[src/rtl/psd_lock_fsm.sv]
// psd_lock_fsm: serial code entry lock with unlock hold, retry lockout and in-field password change
module psd_lock_fsm #(
  parameter int DIGIT_W     = 4,
  parameter int NUM_DIGITS  = 4,
  parameter int MAX_TRIES   = 3,
  parameter int OPEN_CYCLES = 500,
  parameter int LOCK_CYCLES = 1000,
  parameter logic [DIGIT_W*NUM_DIGITS-1:0] DEFAULT_PSD = (DIGIT_W*NUM_DIGITS)'(16'h1234)
) (
  input  logic                               clk,
  input  logic                               rst_n,
  input  logic [DIGIT_W-1:0]                 digit_in,
  input  logic                               digit_valid,
  input  logic                               clear,
  input  logic                               set_mode,
  output logic                               ledg,
  output logic                               ledr,
  output logic                               locked_out,
  output logic [$clog2(MAX_TRIES+1)-1:0]     tries_left,
  output logic [$clog2(NUM_DIGITS+1)-1:0]    digit_cnt
);
  localparam int CODE_W = DIGIT_W * NUM_DIGITS;
  localparam int CW     = $clog2(NUM_DIGITS + 1);
  localparam int TRW    = $clog2(MAX_TRIES + 1);
  localparam int TMAX   = OPEN_CYCLES > LOCK_CYCLES ? OPEN_CYCLES : LOCK_CYCLES;
  localparam int TW     = $clog2(TMAX + 1);
  typedef enum logic [2:0] {ENTRY, CHECK, OPEN, SET, LOCKOUT} state_t;
  state_t              state_q;
  logic [CODE_W-1:0]   psd_q, shift_q, shift_nx;
  logic [CW-1:0]       cnt_q;
  logic [TRW-1:0]      tries_q;
  logic [TW-1:0]       timer_q;
  logic                ledg_q, ledr_q, locked_q, last;
  assign shift_nx   = {shift_q[CODE_W-DIGIT_W-1:0], digit_in};
  assign last       = cnt_q == CW'(NUM_DIGITS - 1);
  assign ledg       = ledg_q;
  assign ledr       = ledr_q;
  assign locked_out = locked_q;
  assign tries_left = tries_q;
  assign digit_cnt  = cnt_q;
  // The fail count is kept implicitly as MAX_TRIES - tries_q.
  always_ff @(posedge clk or negedge rst_n) begin
    if (!rst_n) begin
      state_q  <= ENTRY;
      psd_q    <= DEFAULT_PSD;
      shift_q  <= '0;
      cnt_q    <= '0;
      tries_q  <= TRW'(MAX_TRIES);
      timer_q  <= '0;
      ledg_q   <= 1'b0;
      ledr_q   <= 1'b1;
      locked_q <= 1'b0;
    end else begin
      case (state_q)
        ENTRY, SET: begin
          if (clear) begin
            shift_q <= '0;
            cnt_q   <= '0;
            state_q <= ENTRY;
            ledg_q  <= 1'b0;
          end else if (digit_valid) begin
            shift_q <= shift_nx;
            cnt_q   <= last ? '0 : cnt_q + CW'(1);
            if (last && state_q == SET) begin
              psd_q   <= shift_nx;
              state_q <= ENTRY;
              ledg_q  <= 1'b0;
            end else if (last) state_q <= CHECK;
          end
        end
        CHECK: begin
          timer_q <= '0;
          if (shift_q == psd_q) begin
            state_q <= OPEN;
            tries_q <= TRW'(MAX_TRIES);
            ledg_q  <= 1'b1;
            ledr_q  <= 1'b0;
          end else if (tries_q == TRW'(1)) begin
            state_q  <= LOCKOUT;
            tries_q  <= '0;
            locked_q <= 1'b1;
          end else begin
            state_q <= ENTRY;
            tries_q <= tries_q - TRW'(1);
          end
        end
        OPEN: begin
          if (set_mode) begin
            state_q <= SET;
            ledr_q  <= 1'b1;
            shift_q <= '0;
            cnt_q   <= '0;
          end else if (timer_q == TW'(OPEN_CYCLES - 1)) begin
            state_q <= ENTRY;
            ledg_q  <= 1'b0;
            ledr_q  <= 1'b1;
          end else timer_q <= timer_q + TW'(1);
        end
        LOCKOUT: begin
          if (timer_q == TW'(LOCK_CYCLES - 1)) begin
            state_q  <= ENTRY;
            locked_q <= 1'b0;
            tries_q  <= TRW'(MAX_TRIES);
          end else timer_q <= timer_q + TW'(1);
        end
        default: state_q <= ENTRY;
      endcase
    end
  end
endmodule

[config.mk]
export PLATFORM = sky130hd
export DESIGN_NAME = psd_lock_fsm
export DESIGN_NICKNAME = d
export VERILOG_FILES = /design/src/rtl/psd_lock_fsm.sv
export SDC_FILE = /design/constraint.sdc
export NUM_CORES = 1
export LEC_CHECK = 0
export ABC_AREA = 0
export CAP_MARGIN = 40
export CORE_AREA = 2 2 60 91
export DETAILED_ROUTE_END_ITERATION = 6
export DIE_AREA = 0 0 62 93
export PLACE_DENSITY = 0.7
export SYNTH_ARGS = -nofsm -noshare
export SYNTH_HDL_FRONTEND = slang
export SYNTH_SLANG_ARGS = --single-unit
[constraint.sdc]
create_clock -name clk -period 2 [get_ports clk]
set_input_delay 0.2 -clock clk [delete_from_list [all_inputs] [get_ports clk]]
set_output_delay 0.2 -clock clk [all_outputs]
set_load 0.005 [all_outputs]
==> impl_metrics.py, run 1 <==
metrics = {
    "status": {
        "status": "finished with violations",
        "violations": "negative hold slack",
    },
    "place": {
        "hpwl_microns": 3870,
        "io_buffers": 16,
        "place_area_sq_mm": 0.00301,
        "gp_congestion": 0.779,
        "dp.cells": 355,
    },
    "die": {
        "io_pins": 17,
        "rows": 32,
        "die-area_sq_mm": 0.00577,
        "fp.coreArea_sq_mm": 0.00500,
        "start_util_pct": 54.3,
        "die_h_microns": 93,
        "die_w_microns": 62,
    },
    "routing": {
        "dr.pass1.iters": 5,
        "avgViaCountPerCell": 5.63,
        "wl_microns": 5420,
        "drcViolationCount": 0,
        "routedWlPerCell_microns": 14.9,
        "vias": 2044,
        "drt_iter0_drc": 88,
        "drtAntennaViolNets": 0,
    },
    "yosys": {
        "syn-instance-count": 265,
        "yosys-top-cells-area": "dfrtp_1, dfstp_2, nand2_1",
        "syn_area_sq_mm": 0.00272,
        "synth_warnings": 0,
        "seq_area_frac_synth_pct": 49.2,
        "synth-seq-cells": 53,
        "ys_types": 51,
        "synth_compound_area_share_pct": 12.0,
        "synth-xor-area-share_pct": 5.48,
        "synthSimpleGateAreaFrac_pct": 19.9,
        "synth_top_family_by_area": "simple AND/OR/NAND/NOR gates",
        "async_flop_share_pct": 100,
        "syn_nets": 277,
        "yosysTopAreaCell": "dfrtp_1",
        "synthFlopType": "dfrtp_1",
        "synth_edf_count": 0,
        "netlist.area_leader.share_pct": 41.5,
        "synth.area.mux_share_pct": 8.01,
        "syn_area_per_cell_sq_um": 10.3,
        "synthAdderAreaFrac_pct": 1.38,
    },
    "finish": {
        "final_util_pct": 62.6,
        "drive_above_1_share_pct": 20.0,
        "syn_to_final_growth_pct": 15.3,
        "final_nets": 306,
        "final_cell_area_sq_mm": 0.00313,
        "antenna_cells": 0,
        "final_cells": 363,
    },
    "clocking": {
        "root_buffer": "clkbuf_8",
        "clk_pin_slew_ns": 0.10,
        "htreeDepth": 2,
        "clkSinkCount": 53,
        "cts_tree": "built",
        "ctsHoldBuffers": 0,
        "worstSkewPairLatency_ns": 0.31,
        "clockBufferDepth": 2,
        "cts_made_buffers": 5,
    },
    "timing": {
        "finalSetupTns_ns": 0,
        "max_freq_mhz": 543,
        "fin_worst_skew_ns": 0.00963,
        "fin_crit_sh_pct": 92.1,
        "rsz0062_at_grt": "no",
        "tightest_slew_ns": 0.647,
        "relSlewSlack_pct": 56.9,
        "setup_viol": 0,
        "hold_ws_ns": -0.0116,
        "fin_crit_ns": 1.84,
        "drv_slew": 0,
        "hold_viol_final": 14,
    },
    "grt": {
        "grt_antenna_before_repair": 0,
        "grt-ovfl-total": 0,
        "grt_pass1_vias": 2097,
        "grt_max_degree": 54,
        "track_usage_pct": 21.4,
        "grt_pass1_wl_microns": 9290,
    },
    "critical_path": {
        "arrival_ns": 2.09,
        "rr_startpoint": "psd_q[12]",
        "path_cells": "xor2_1 > nor4_1 > nand4_1 > o41ai_1 > o41a_1",
        "crit_buf_inv": 0,
        "slowest_stage": "dfstp_2",
        "worst-path-max-fanout": 2,
        "crit_family": "compound AO/OA/AOI/OAI gates",
        "crit_path_end_kind": "flop",
        "cp_data_required_time_ns": 2.25,
        "crit_path_start": "psd_q[12]",
        "critical_path_class": "flop to flop",
        "slowest_delay_ns": 0.56,
        "start_kind": "flop",
    },
    "power": {
        "max-vdd-ir-drop_mv": 0.582,
        "finalPower_uw": 3780,
        "p_leak_uw": 0.00155,
        "power_density_mw_per_mm2": 1210,
    },
    "worst_hold_path": {
        "hold_class": "input pin to asynchronous set/reset pin",
    },
    "run": {
        "maxCapViolCount": 0,
    },
}
cell families (layout without fill, tap and decap cells):
kind of cell	Yosys count	in the layout
flops	53	53
compound gates	46	46
mux	16	16
xor+xnor	17	17
buf+inv	20	50
fa+ha+maj	3	3
simple gates	110	110
synthesized netlist by cell type, types with 2 or more instances:
library cell,n
nand2_1,45
a31oi_1,9
nor4_1,5
a41oi_1,2
mux2_2,6
xor2_1,16
nand4_1,2
nand3b_1,2
o31ai_1,2
nor2_1,12
dfstp_2,8
ha_1,3
o22a_1,2
clkbuf_1,2
mux2_4,10
nand4b_1,2
nand2b_1,6
nand3_1,21
o21ai_0,4
nor3_1,2
a21o_1,2
o21ai_1,2
and3_1,3
dfrtp_1,45
a21oi_1,12
nor2b_1,2
inv_1,7
buf_2,8
power breakdown:
part	total (uW)	internal, uW	switching, uW	leakage, uW
Clock	731	376	355	0.0000554
Sequential	1590	1330	260	0.000694
Combinational	1460	676	781	0.000801
sequential cells by signal, indices dropped and copies added, names as in the netlist:
name,count
shift_q,16
ledr,1
tries_left,2
timer_q,10
digit_cnt,3
ledg,1
state_q,3
psd_q,16
locked_out,1
layer usage:
layer  track usage (%)  up-vias  part of all wire (%)
met4              10.5        0                   2.9
met3              3.46       15                   1.8
met2              37.1       24                    55
li1                  -      990                     -
met1              24.3     1015                    40
met5                 0        -                     0
cells in the final DEF, fill, tap and decap left out, types with 2 or more instances in the layout:
cell type        count
a21o_1               2
a21oi_1             12
a31oi_1              9
a41oi_1              2
and3_1               3
buf_4               18
clkbuf_8             5
clkdlybuf4s50_1     15
dfrtp_1             45
dfstp_2              8
ha_1                 3
inv_1                7
mux2_2               6
mux2_4              10
nand2_1             45
nand2b_1             5
nand3_1             21
nand3b_1             2
nand4_1              2
nand4b_1             2
nor2_1              12
nor2b_1              2
nor3_1               2
nor4_1               4
o21ai_0              4
o21ai_1              2
o22a_1               2
o31ai_1              2
xor2_1              16
cell type report:
class	instances	area, sq um
inverter	8	30.0
clock buffer	6	72.6
tap	68	85.1
fill	452	1870
multi-input combinational	192	1280
sequential	53	1340
clock inverter	2	38.8
timing repair buffer	34	290
path summary, 6_finish.rpt:
| path | end | slack, ns | depth (start not counted) |
|---|---|---|---|
| worst max-delay path | ledg | 0.16 | 5 |
| worst min register to register | shift_q[13] | 0.50 | 2 |
| min in group clk | shift_q[2] | 0.46 | 3 |
| max in group asynchronous | ledg | 1.58 | 2 |
| worst min-delay path | shift_q[5] | -0.01 | 2 |
| worst max register to register | ledg | 0.16 | 5 |
through the flow:
step                worst slack, ns  hold slack, ns
floorplan                     0.191         -0.0956
global placement             0.0877           0.357
detailed placement           0.0625           0.356
CTS                           0.108          0.0185
global route                 0.0170          0.0483
finish                        0.157         -0.0116
worst register-to-register path: cells and delay by family (launching register included):
| family | cells | cell delay (ns) |
|---|---|---|
| xor+xnor | 1 | 0.07 |
| flops | 1 | 0.56 |
| simple gates | 2 | 0.55 |
| compound gates | 2 | 0.60 |
what timing repair did:
item | CTS | global route
setup endpoints to repair | 0 | 4
buffers inserted | 0 | 0
resized for setup | 0 | 2
Note: power is estimated with default switching activity, not from simulation.
==> inputs of run 2 (changes only) <==
SETUP_SLACK_MARGIN = 0.3   (was default)
==> run 2 against run 1 <==
  * Via count grew 1.3%
  * Largest power group is now combinational cells
  * Combinational power grew 14%
  * Sequential power is essentially flat
  * Register-to-register slack gained 0.08 ns
  * Clock skew shrank 0.0027 ns
  * Fmax grew 4.4%
  * Worst hold slack gained 0.013 ns
  * Die area is the same
  * Clock power grew 2%
  * Sequential share of layout area shrank 2.1 points
  * Worst setup slack gained 0.077 ns
  * The flow now finishes without violations
  * Count of clock-buffer cells in the layout grew 1
==> impl_metrics.py, run 2 (synthesis results as in run 1) <==
metrics = {
    "status": {
        "status": "finished, final reports clean",
    },
    "critical_path": {
        "cp_data_required_time_ns": 2.21,
        "rr_endpoint": "locked_out",
        "critical_path_class": "flop to flop",
        "worst-path-max-fanout": 5,
        "crit_buf_inv": 1,
        "slowest_delay_ns": 0.40,
        "crit_family": "simple AND/OR/NAND/NOR gates",
        "slowest_stage": "dfrtp_1",
        "rr_startpoint": "shift_q[15]",
        "r2r_slack_ns": 0.23,
        "crit_path_end_kind": "flop",
        "rr_worst_depth": 5,
        "start_kind": "flop",
        "arrival_ns": 1.97,
        "path_cells": "xor2_1 > nor4_2 > nand4_1 > buf_6 > a32o_1",
    },
    "place": {
        "io_buffers": 16,
        "hpwl_microns": 3830,
        "dp.cells": 355,
        "gp_congestion": 0.845,
    },
    "timing": {
        "hold_ws_ns": 0.00116,
        "tightest_slew_ns": 0.650,
        "fin_crit_sh_pct": 88.3,
        "rsz0062_at_grt": "yes",
        "finalSetupTns_ns": 0,
        "fin_worst_skew_ns": 0.00690,
        "hold_viol_final": 0,
        "relSlewSlack_pct": 56.7,
        "max_freq_mhz": 566,
        "setup_viol": 0,
        "drv_slew": 0,
        "fin_crit_ns": 1.77,
    },
    "finish": {
        "layout_common_cells": "nand2_1, dfrtp_1, nand3_1, buf_4, xor2_1",
        "final_cells": 368,
        "layout_commonest_cell": "nand2_1",
        "largestRegisters": "psd_q (16), shift_q (16), timer_q (10)",
        "drive_above_1_share_pct": 26.3,
        "final_nets": 311,
        "final_util_pct": 66.0,
        "syn_to_final_growth_pct": 21.6,
        "antenna_cells": 0,
    },
    "grt": {
        "track_usage_pct": 21.8,
        "top_usage_layer": "met2",
        "grt_use_met3_pct": 3.32,
        "grt_antenna_before_repair": 0,
        "met1_usage_pct": 24.6,
        "grt_max_degree": 54,
        "grt_pass1_vias": 2126,
        "met2_usage_pct": 38.3,
        "grt_pass1_wl_microns": 9490,
        "grt-ovfl-total": 0,
    },
    "routing": {
        "wl_microns": 5620,
        "avgViaCountPerCell": 5.63,
        "drt_iter0_drc": 85,
        "drtAntennaViolNets": 0,
        "routedWlPerCell_microns": 15.3,
        "drcViolationCount": 0,
        "vias": 2071,
        "dr.pass1.iters": 4,
    },
    "die": {
        "fp.coreArea_sq_mm": 0.00500,
        "die_h_microns": 93,
        "start_util_pct": 54.3,
        "die-area_sq_mm": 0.00577,
        "rows": 32,
        "die_w_microns": 62,
        "io_pins": 17,
    },
    "power": {
        "max-vdd-ir-drop_mv": 0.793,
        "p_leak_uw": 0.00160,
        "power_density_mw_per_mm2": 1210,
    },
    "clocking": {
        "root_buffer": "clkbuf_8",
        "clockBufferDepth": 2,
        "htreeDepth": 2,
        "cts_made_buffers": 5,
        "clkSinkCount": 53,
        "cts_tree": "built",
        "ctsHoldBuffers": 0,
        "clk_pin_slew_ns": 0.09,
        "worstSkewPairLatency_ns": 0.31,
    },
    "run": {
        "maxCapViolCount": 0,
    },
    "worst_hold_path": {
        "hold_class": "input pin to asynchronous set/reset pin",
    },
}
[run 2: cell count changes in the layout (fill, tap and decap cells not counted), moves of 2 or more]
| cell | before | now |
|---|---|---|
| o21ai_0 | 4 | 2 |
| o21ai_1 | 2 | 4 |
| dfrtp_1 | 45 | 43 |
| nor4_1 | 4 | 1 |
| buf_6 | 0 | 2 |
| ha_1 | 3 | 1 |
| dfrtp_2 | 0 | 2 |
| nor4_2 | 1 | 4 |
| nand2b_4 | 0 | 2 |
| buf_4 | 18 | 20 |
[run 2: how the worst max path moves through the flow]
stage	start	end	slack, ns	cells past startpoint
after floorplan	digit_cnt[0]	psd_q[10]	0.25	6
after global placement	timer_q[0]	timer_q[8]	0.14	6
after detailed placement	timer_q[0]	timer_q[9]	0.12	6
after CTS	psd_q[4]	ledr	0.25	6
after global routing	shift_q[15]	locked_out	0.21	5
final	shift_q[15]	locked_out	0.23	5
[run 2: per-stage QoR]
step | area, sq um | total power [uW] | worst slack, ns
6_report | 3300 | 3990 | 0.234
5_1_grt | 3300 | 4250 | 0.213
4_1_cts | 3230 | 3940 | 0.254
3_5_place_dp | 3020 | 3050 | 0.115
3_3_place_gp | 3020 | 3020 | 0.142
2_1_floorplan | 2720 | 2460 | 0.252
[run 2: layout make-up]
class                      count  area [sq um]
tap                           68          85.1
inverter                       8          30.0
timing repair buffer          39           348
sequential                    53          1340
clock buffer                   7          86.3
multi-input combinational    192          1390
fill                         424          1700
clock inverter                 1          30.0
[run 2: power breakdown]
group | switching (uW) | leakage, uW | total (uW) | internal (uW)
clock | 340 | 0.0000585 | 749 | 408
sequential | 249 | 0.000691 | 1580 | 1330
combinational | 880 | 0.000853 | 1660 | 783
[run 2: metal layers]
metal,up-vias,part of all wire [%]
li1,1002,-
met1,1033,40
met2,27,56
met3,9,2.1
met4,0,2.5
met5,-,0
[run 2: repair_timing]
| action | in CTS | in global routing |
|---|---|---|
| pin swaps | 4 | 8 |
| setup endpoints to repair | 28 | 34 |
| resized for setup | 13 | 13 |
| buffers inserted | 2 | 3 |
==> inputs of run 3 (changes only) <==
MAX_ROUTING_LAYER = met4   (was default)
==> run 3 against run 2 <==
  * Via count increased by 0.58%
  * Sequential share of layout area decreased by 0.18 points
  * Register-to-register slack about the same
  * Final cell count increased by 0.54%
  * Worst setup slack improved by 0.0099 ns
  * Clock skew increased by 0.0012 ns
  * Design area increased by 0.45%
  * Worst hold slack about the same
==> impl_metrics.py, run 3 (synthesis results as in run 1) <==
metrics = {
    "status": {
        "status": "finished, final reports clean",
    },
    "routing": {
        "routedWlPerCell_microns": 15.5,
        "wl_microns": 5750,
        "drtAntennaViolNets": 0,
        "drt_iter0_drc": 68,
        "avgViaCountPerCell": 5.63,
        "drcViolationCount": 0,
        "vias": 2083,
        "dr.pass1.iters": 4,
    },
    "die": {
        "io_pins": 17,
        "die_w_microns": 62,
        "rows": 32,
        "die-area_sq_mm": 0.00577,
        "start_util_pct": 54.3,
        "fp.coreArea_sq_mm": 0.00500,
        "die_h_microns": 93,
    },
    "timing": {
        "drv_slew": 0,
        "max_freq_mhz": 570,
        "fin_crit_ns": 1.76,
        "finalSetupTns_ns": 0,
        "rsz0062_at_grt": "yes",
        "fin_worst_skew_ns": 0.00807,
        "tightest_slew_ns": 0.642,
        "setup_viol": 0,
        "worst_slack_ns": 0.244,
        "relSlewSlack_pct": 57.2,
        "hold_viol_final": 0,
        "fin_crit_sh_pct": 87.8,
    },
    "finish": {
        "syn_to_final_growth_pct": 22.2,
        "largestRegisters": "psd_q (16), shift_q (16), timer_q (10)",
        "final_cells": 370,
        "layout_commonest_cell": "nand2_1",
        "antenna_cells": 0,
        "final_nets": 313,
        "layout_common_cells": "nand2_1, dfrtp_1, buf_4, nand3_1, xor2_1",
        "drive_above_1_share_pct": 26.8,
    },
    "critical_path": {
        "critical_path_class": "flop to flop",
        "worst-path-max-fanout": 5,
        "crit_buf_inv": 1,
        "path_cells": "xor2_1 > nor4_2 > nand4_1 > buf_6 > a32o_1",
        "rr_worst_depth": 5,
        "crit_path_end_kind": "flop",
        "cp.depth": 5,
        "start_kind": "flop",
        "crit_path_start": "shift_q[15]",
        "rr_startpoint": "shift_q[15]",
        "r2r_slack_ns": 0.24,
        "slowest_stage": "dfrtp_1",
        "rr_endpoint": "locked_out",
        "crit_family": "simple AND/OR/NAND/NOR gates",
        "endpoint": "locked_out",
        "slowest_delay_ns": 0.40,
        "arrival_ns": 1.96,
        "cp_data_required_time_ns": 2.20,
    },
    "power": {
        "p_sw_share_pct": 36.8,
        "clockPowerShare_pct": 18.6,
        "p_leak_uw": 0.00161,
        "finalPower_uw": 4020,
        "intPower_uw": 2540,
        "switchingPower_uw": 1480,
        "combPwrFrac_pct": 42.1,
        "max-vdd-ir-drop_mv": 0.828,
        "power_density_mw_per_mm2": 1210,
        "pwr-share-seq_pct": 39.3,
    },
    "place": {
        "io_buffers": 16,
        "dp.cells": 355,
        "pre_cts_slack_ns": 0.115,
        "hpwl_microns": 3830,
        "gp_congestion": 0.859,
    },
    "grt": {
        "grt-ovfl-total": 0,
        "grt_max_degree": 54,
        "grt_antenna_before_repair": 0,
        "grt_pass1_vias": 2128,
        "grt_pass1_wl_microns": 9500,
        "track_usage_pct": 22.5,
    },
    "clocking": {
        "clk_pin_slew_ns": 0.09,
        "cts_tree": "built",
        "clockBufferDepth": 2,
        "ctsHoldBuffers": 0,
        "root_buffer": "clkbuf_8",
        "worstSkewPairLatency_ns": 0.31,
        "htreeDepth": 2,
        "cts_made_buffers": 5,
        "clkSinkCount": 53,
    },
    "run": {
        "maxCapViolCount": 0,
    },
    "worst_hold_path": {
        "hold_class": "input pin to asynchronous set/reset pin",
    },
}
==> run 3: cell type report <==
cell class,instances,area [sq um]
timing repair buffer,41,363
inverter,8,30.0
fill,420,1690
tap,68,85.1
sequential,53,1340
clock inverter,1,30.0
multi-input combinational,192,1390
clock buffer,7,86.3
==> run 3: timing repair <==
item                                    in CTS  in global routing
endpoints found under the hold margin        0                  0
gates cloned                                 0                  1
endpoints found under the setup margin      28                 34
resized for setup                           13                 14
pin swaps                                    4                  9
setup buffers                                2                  4
==> run 3: per-stage QoR <==
stage / hold slack (ns) / util (%) / area, sq um
after floorplan: -0.0956 / - / 2720
after global placement: 0.357 / 60.3 / 3020
after detailed placement: 0.358 / 60.3 / 3020
after CTS: 0.0217 / 64.6 / 3230
after global routing: 0.0696 / 66.3 / 3320
final: 0.000973 / 66.3 / 3320
==> run 3: worst min-delay path by stage <==
stage | start | to | slack, ns | depth (start not counted)
3_3_place_gp | rst_n | shift_q[9] | 0.36 | 2
2_1_floorplan | rst_n | digit_cnt[0] | -0.1 | 0
3_5_place_dp | rst_n | shift_q[5] | 0.36 | 2
5_1_grt | rst_n | shift_q[15] | 0.07 | 2
4_1_cts | rst_n | timer_q[2] | 0.02 | 2
6_report | rst_n | timer_q[2] | 0.001 | 2
==> run 3: power groups by stage <==
stage,Clock [uW],Sequential [uW],Combinational [uW]
6_report,749,1580,1690
5_1_grt,821,1620,1840
4_1_cts,772,1580,1580
3_5_place_dp,0,1600,1450
3_3_place_gp,0,1590,1430
2_1_floorplan,0,1550,911
==> run 3: routing by layer <==
metal	global-route usage, %	part of all wire, %
met3	4.56	2.6
met4	8.87	2.5
met5	-	0
met2	38.2	56
met1	24.8	39
==> RTL change 1, RTL diff (flow settings as in run 1) <==
Add an input register stage for `digit_in`, `digit_valid`, `clear` and `set_mode`, without a reset; this delays them by one clock.
--- a/src/rtl/psd_lock_fsm.sv
+++ b/src/rtl/psd_lock_fsm.sv
@@ -25,13 +25,26 @@
   localparam int TMAX   = OPEN_CYCLES > LOCK_CYCLES ? OPEN_CYCLES : LOCK_CYCLES;
   localparam int TW     = $clog2(TMAX + 1);
   typedef enum logic [2:0] {ENTRY, CHECK, OPEN, SET, LOCKOUT} state_t;
+
+  logic [DIGIT_W-1:0] digit_q;
+  logic digit_valid_q;
+  logic clear_q;
+  logic set_mode_q;
+
+  always_ff @(posedge clk) begin
+    digit_q       <= digit_in;
+    digit_valid_q <= digit_valid;
+    clear_q       <= clear;
+    set_mode_q    <= set_mode;
+  end
+
   state_t              state_q;
   logic [CODE_W-1:0]   psd_q, shift_q, shift_nx;
   logic [CW-1:0]       cnt_q;
   logic [TRW-1:0]      tries_q;
   logic [TW-1:0]       timer_q;
   logic                ledg_q, ledr_q, locked_q, last;
-  assign shift_nx   = {shift_q[CODE_W-DIGIT_W-1:0], digit_in};
+  assign shift_nx   = {shift_q[CODE_W-DIGIT_W-1:0], digit_q};
   assign last       = cnt_q == CW'(NUM_DIGITS - 1);
   assign ledg       = ledg_q;
   assign ledr       = ledr_q;
@@ -53,12 +66,12 @@
     end else begin
       case (state_q)
         ENTRY, SET: begin
-          if (clear) begin
+          if (clear_q) begin
             shift_q <= '0;
             cnt_q   <= '0;
             state_q <= ENTRY;
             ledg_q  <= 1'b0;
-          end else if (digit_valid) begin
+          end else if (digit_valid_q) begin
             shift_q <= shift_nx;
             cnt_q   <= last ? '0 : cnt_q + CW'(1);
             if (last && state_q == SET) begin
@@ -85,7 +98,7 @@
           end
         end
         OPEN: begin
-          if (set_mode) begin
+          if (set_mode_q) begin
             state_q <= SET;
             ledr_q  <= 1'b1;
             shift_q <= '0;
Check against the original RTL: not equivalent (a bounded check fails within 4 cycles, from zero or initial values and one cycle with rst_n low).
==> RTL change 1 against run 1 <==
- setup slack worse by 0.12 ns
- synthesized area up 3.5%
- clock skew down 0.0012 ns
- routed wire length up 13%
- combinational power up 40%
- cell area up 11%
- utilization up 7.2 points
- sequential cell count up 7
- power up 32%
- critical path type unchanged
==> RTL change 1: results (changes against run 1) <==
Parameter                              Value

Status
  Outcome ... finished, final reports clean

Logic synthesis
  Number of unique standard cell types used by synthesis ... 44 (-14%)
  Share of flip-flops with an asynchronous set or reset ... 88.33% (-12 points)
  Synth warn ... 0 (unchanged)
  Cells after Synth ... 280 (+5.7%)
  Nets in the synthesized netlist ... 292 (+5.4%)
  Top cells by instance count after synthesis ... sky130_fd_sc_hd__nand2_1 (49), sky130_fd_sc_hd__dfrtp_1 (45), sky130_fd_sc_hd__nand3_1 (20)
  Largest cells by area after synthesis ... sky130_fd_sc_hd__dfrtp_1 (40%), sky130_fd_sc_hd__dfstp_2 (7.5%), sky130_fd_sc_hd__nand2_1 (6.5%)
  Fraction of the yosys area taken by sequential cells ... 52.49% (+3.3 points)

Power
  Max rail drop VDD ... 0.001053 V (+81%)
  Power density over cell area ... 1427 nW/µm² (+18%)
  Static leakage power ... 1.613 nW (+4.0%)

Min path
  Worst min path class ... in -> reg

Timing
  Worst clock skew on the final layout ... 0.008395 ns (-0.001240 ns)
  Actual slew at the worst max-slew pin ... 0.4846 ns (-0.1624 ns)

Finish
  Largest registers ... psd_q (16), shift_q (16), timer_q (10)
  Final standard cell count with taps included and fillers excluded ... 398 (+9.6%)
  Fraction of layout cells with a size suffix above 1 ... 23.94% (+3.9 points)
  Number of nets in the finished design ... 337 (+10%)
  Antenna Cells ... 0 (unchanged)

Global route
  Pin count of the biggest net entering global routing ... 35 (-35%)
  Overall fraction of global-route tracks in use ... 23.49% (+2.0 points)
  Wire length of the first global-routing pass ... 9818 µm (+5.7%)
  Via count of the first global-routing pass ... 2157 (+2.9%)
  Antenna violations before repair ... 0 (unchanged)

Placed design
  Quantity of I/O buffers inserted on ports ... 16 (unchanged)
  DP HPWL ... 4201 µm (+8.6%)
  Placed Cells incl. Taps ... 375 (+5.6%)
  Placement Setup Slack ... -0.04719 ns (-0.1097 ns)
  Final GP Congestion ... 0.8880 (+14%)

Worst setup path
  Highest cell delay on the worst timing path ... 0.50 ns (-0.06 ns)
  Largest fanout on the critical path ... 6 (+4)
  Cell family with the largest share of critical-path delay ... simple AND/OR/NAND/NOR gates
  Max stage delay cell, worst path ... sky130_fd_sc_hd__or4_4

Routing
  Initial drt markers ... 116 (+32%)
  First-pass DRT Iterations ... 4 (-1)
  Routed wire length ... 6149 µm (+13%)
  Vias per std cell ... 5.621 (-0.18%)

Clocking
  CTS Buffer Depth ... 2 (unchanged)
  Source-to-sink clock delay at the later pin of the worst-skew pair ... 0.34 ns (+0.03 ns)
  TritonCTS Buffers ... 9 (+4)
  Post-CTS clock slew at the launch and capture registers of the worst setup and hold paths ... 0.07 ns (-0.03 ns)
  Clock tree root driver cell ... sky130_fd_sc_hd__clkbuf_8
  H-tree levels ... 3 (+1)
[RTL change 1: final cells by class]
class                   count  area [µm²]
inverters                   6       22.52
multi-input cells         202        1294
well taps                  68       85.08
fillers                   414        1514
clock inverters             5       75.07
repair buffers             46       395.4
flip-flops and latches     60        1478
clock buffers              11       141.4
[RTL change 1: cell families after synthesis]
kind of cell	count (synthesis)	share of synthesized area, %
flip-flops	60	52.49
XOR/XNOR	16	4.982
adder cells (fa/ha/maj)	3	1.335
AND/OR/NAND/NOR	119	19.84
multiplexers	17	6.761
AO/OA/AOI/OAI	47	11.92
buffers and inverters	18	2.669
[RTL change 1: path summary, 6_finish.rpt]
path	startpoint	end	slack (ns)	cells after the start
setup / recovery	timer_q[0]	timer_q[9]	0.03	7
hold / removal	set_mode	set_mode_q	0.30	1
setup reg to reg	timer_q[0]	timer_q[9]	0.03	7
hold reg to reg	digit_q[2]	shift_q[2]	0.45	2
max in group asynchronous	rst_n	psd_q[2]	1.02	3
min in group asynchronous	rst_n	state_q[1]	0.36	2
[RTL change 1: metal layers]
metal / routed length, µm / GRT usage [%]
met3: 139 / 6.224
met5: 0 / 0
met4: 174 / 10.28
met2: 3315 / 39.41
met1: 2519 / 26.94
[RTL change 1: per-stage QoR]
step	TNS, ns	cell area [µm²]
6_report	0	3491
5_1_grt	-0.03816	3491
4_1_cts	0	3445
3_3_place_gp	0	3209
3_5_place_dp	-0.04719	3209
2_1_floorplan	0	2836
[RTL change 1: timing repair]
action	CTS	global route
endpoints found under the hold margin	15	0
hold buffers	1	0
pin swaps	0	2
setup buffers	1	5
gates resized for setup	1	2
setup endpoints to repair	1	1
[RTL change 1: where the power goes]
| part | switching [mW] | total [mW] | internal, mW | leakage, nW |
|---|---|---|---|---|
| Sequential | 0.251 | 1.74 | 1.49 | 0.752 |
| Clock | 0.473 | 1.20 | 0.730 | 0.113 |
| Combinational | 1.11 | 2.04 | 0.925 | 0.747 |
| Total | 1.84 | 4.98 | 3.14 | 1.61 |
==> RTL change 2, RTL diff (flow settings as in run 1) <==
Made on the original files. Set the parameter `DIGIT_W` to 3 (it was 4).
--- a/src/rtl/psd_lock_fsm.sv
+++ b/src/rtl/psd_lock_fsm.sv
@@ -1,6 +1,6 @@
 // psd_lock_fsm: serial code entry lock with unlock hold, retry lockout and in-field password change
 module psd_lock_fsm #(
-  parameter int DIGIT_W     = 4,
+  parameter int DIGIT_W     = 3,
   parameter int NUM_DIGITS  = 4,
   parameter int MAX_TRIES   = 3,
   parameter int OPEN_CYCLES = 500,
Ports: changed (resized digit_in); port bits go from 17 to 16. No check against the original RTL was run, so the function may have changed too.
==> RTL change 2 against run 1 <==
- die area is the same
- cell area shrank 11%
- power shrank 4.8%
- worst hold slack gained 0.47 ns
- final cell count shrank 6.1%
- synthesized cell count shrank 9.1%
- sequential cell count shrank 8
- synthesized area shrank 14%
- combinational power grew 7%
- setup slack lost 0.072 ns
- utilization shrank 6.7 points
- clock power shrank 3.3%
- routed wire length shrank 7.4%
- critical path depth grew 1
==> RTL change 2: results (changes against run 1) <==
Parameter                              Value

Worst setup path
  Beginning of the worst register-to-register path ... timer_q[0]
  Max stage delay cell, worst path ... sky130_fd_sc_hd__dfrtp_1
  Timing endpoint of the critical path ... timer_q[9]
  Worst reg2reg setup slack ... 0.09 ns (-0.07 ns)

Logic synthesis
  Share of cell area taken by muxes after synthesis ... 3.214% (-4.8 points)
  Fraction of the yosys area taken by sequential cells ... 48.58% (-0.61 points)
  Compound-gate portion of the synthesized area ... 17.03% (+5.1 points)
  Largest cells by area after synthesis ... sky130_fd_sc_hd__dfrtp_1 (41%), sky130_fd_sc_hd__dfstp_2 (7.9%), sky130_fd_sc_hd__o21ai_0 (6.2%)
  Top cells by instance count after synthesis ... sky130_fd_sc_hd__dfrtp_1 (38), sky130_fd_sc_hd__o21ai_0 (29), sky130_fd_sc_hd__nand3_1 (22)
  Nets in the synthesized netlist ... 252 (-9.0%)
  Cells after Synth ... 241 (-9.1%)
  Adder and majority cell fraction of the synthesized area ... 1.607% (+0.23 points)
  Post-synthesis share of cell area spent on xor and xnor gates ... 4.874% (-0.61 points)

Global route
  GR Layer Usage met1 ... 21.78% (-2.5 points)
  Pin count of the biggest net entering global routing ... 30 (-44%)
  Wire length of the first global-routing pass ... 8328 µm (-10%)
  Overall fraction of global-route tracks in use ... 19.42% (-2.0 points)

Power
  Relative contribution of the clock network to total power ... 19.6% (+0.3 points)
  Static leakage power ... 1.297 nW (-16%)
  Switching Power ... 1.336 mW (-4.3%)
  Design Power ... 3.598 mW (-4.8%)
  Sequential power ... 1.34 mW (-16%)

Routing
  Via count ... 1878 (-8.1%)
  Wirelength per Cell ... 14.74 µm (-1.4%)
  Routed length on met1 ... 1988 µm (-8.3%)
  First-pass DRT Iterations ... 4 (-1)
  Met2 Wirelength ... 2674 µm (-11%)
  Initial drt markers ... 115 (+31%)

Clocking
  Source-to-sink clock delay at the later pin of the worst-skew pair ... 0.29 ns (-0.02 ns)
  Hold bufs inserted after CTS ... 1 (+1)
  Number of gates given a new drive strength after cts ... 1 (+1)
  Post-CTS clock slew at the launch and capture registers of the worst setup and hold paths ... 0.08 ns (-0.02 ns)

Placed design
  Quantity of I/O buffers inserted on ports ... 15 (-1)
  DP HPWL ... 3755 µm (-2.9%)
  Placement-stage cell area ... 2653 µm² (-12%)
  Final GP Congestion ... 0.9743 (+25%)

Timing
  Slew headroom ... 56.18% (-0.68 points)
  Hold Slack ... 0.4608 ns (+0.4724 ns)
  Post-route fraction of the period consumed by the critical path ... 95.72% (+3.6 points)

Status
  Outcome ... finished, final reports clean

Finish
  Number of nets in the finished design ... 283 (-7.5%)
  Largest registers ... psd_q (12), shift_q (12), timer_q (10)
  Fraction of layout cells with a size suffix above 1 ... 17.58% (-2.4 points)
==> RTL change 2: cell types whose count changed after synthesis, moves of 3 or more <==
cell                       delta
sky130_fd_sc_hd__xor2_1       -4
sky130_fd_sc_hd__nand4_1      +3
sky130_fd_sc_hd__nand2_1     -25
sky130_fd_sc_hd__nor3_1       +3
sky130_fd_sc_hd__buf_2        -5
sky130_fd_sc_hd__dfrtp_1      -7
sky130_fd_sc_hd__and2_1       +3
sky130_fd_sc_hd__mux2_4      -10
sky130_fd_sc_hd__o21ai_0     +25
sky130_fd_sc_hd__nand2b_1     -4
sky130_fd_sc_hd__a21oi_1      -8
sky130_fd_sc_hd__mux2i_1      +3
sky130_fd_sc_hd__a31oi_1      -8
sky130_fd_sc_hd__inv_1       +11
==> RTL change 2: final cells by class <==
cell class / count / area (µm²)
timing repair buffer: 35 / 310.3
tap: 68 / 85.08
clock buffer: 7 / 86.33
fill: 463 / 2206
clock inverter: 1 / 30.03
sequential: 45 / 1136
multi-input combinational: 167 / 1084
inverter: 18 / 67.56
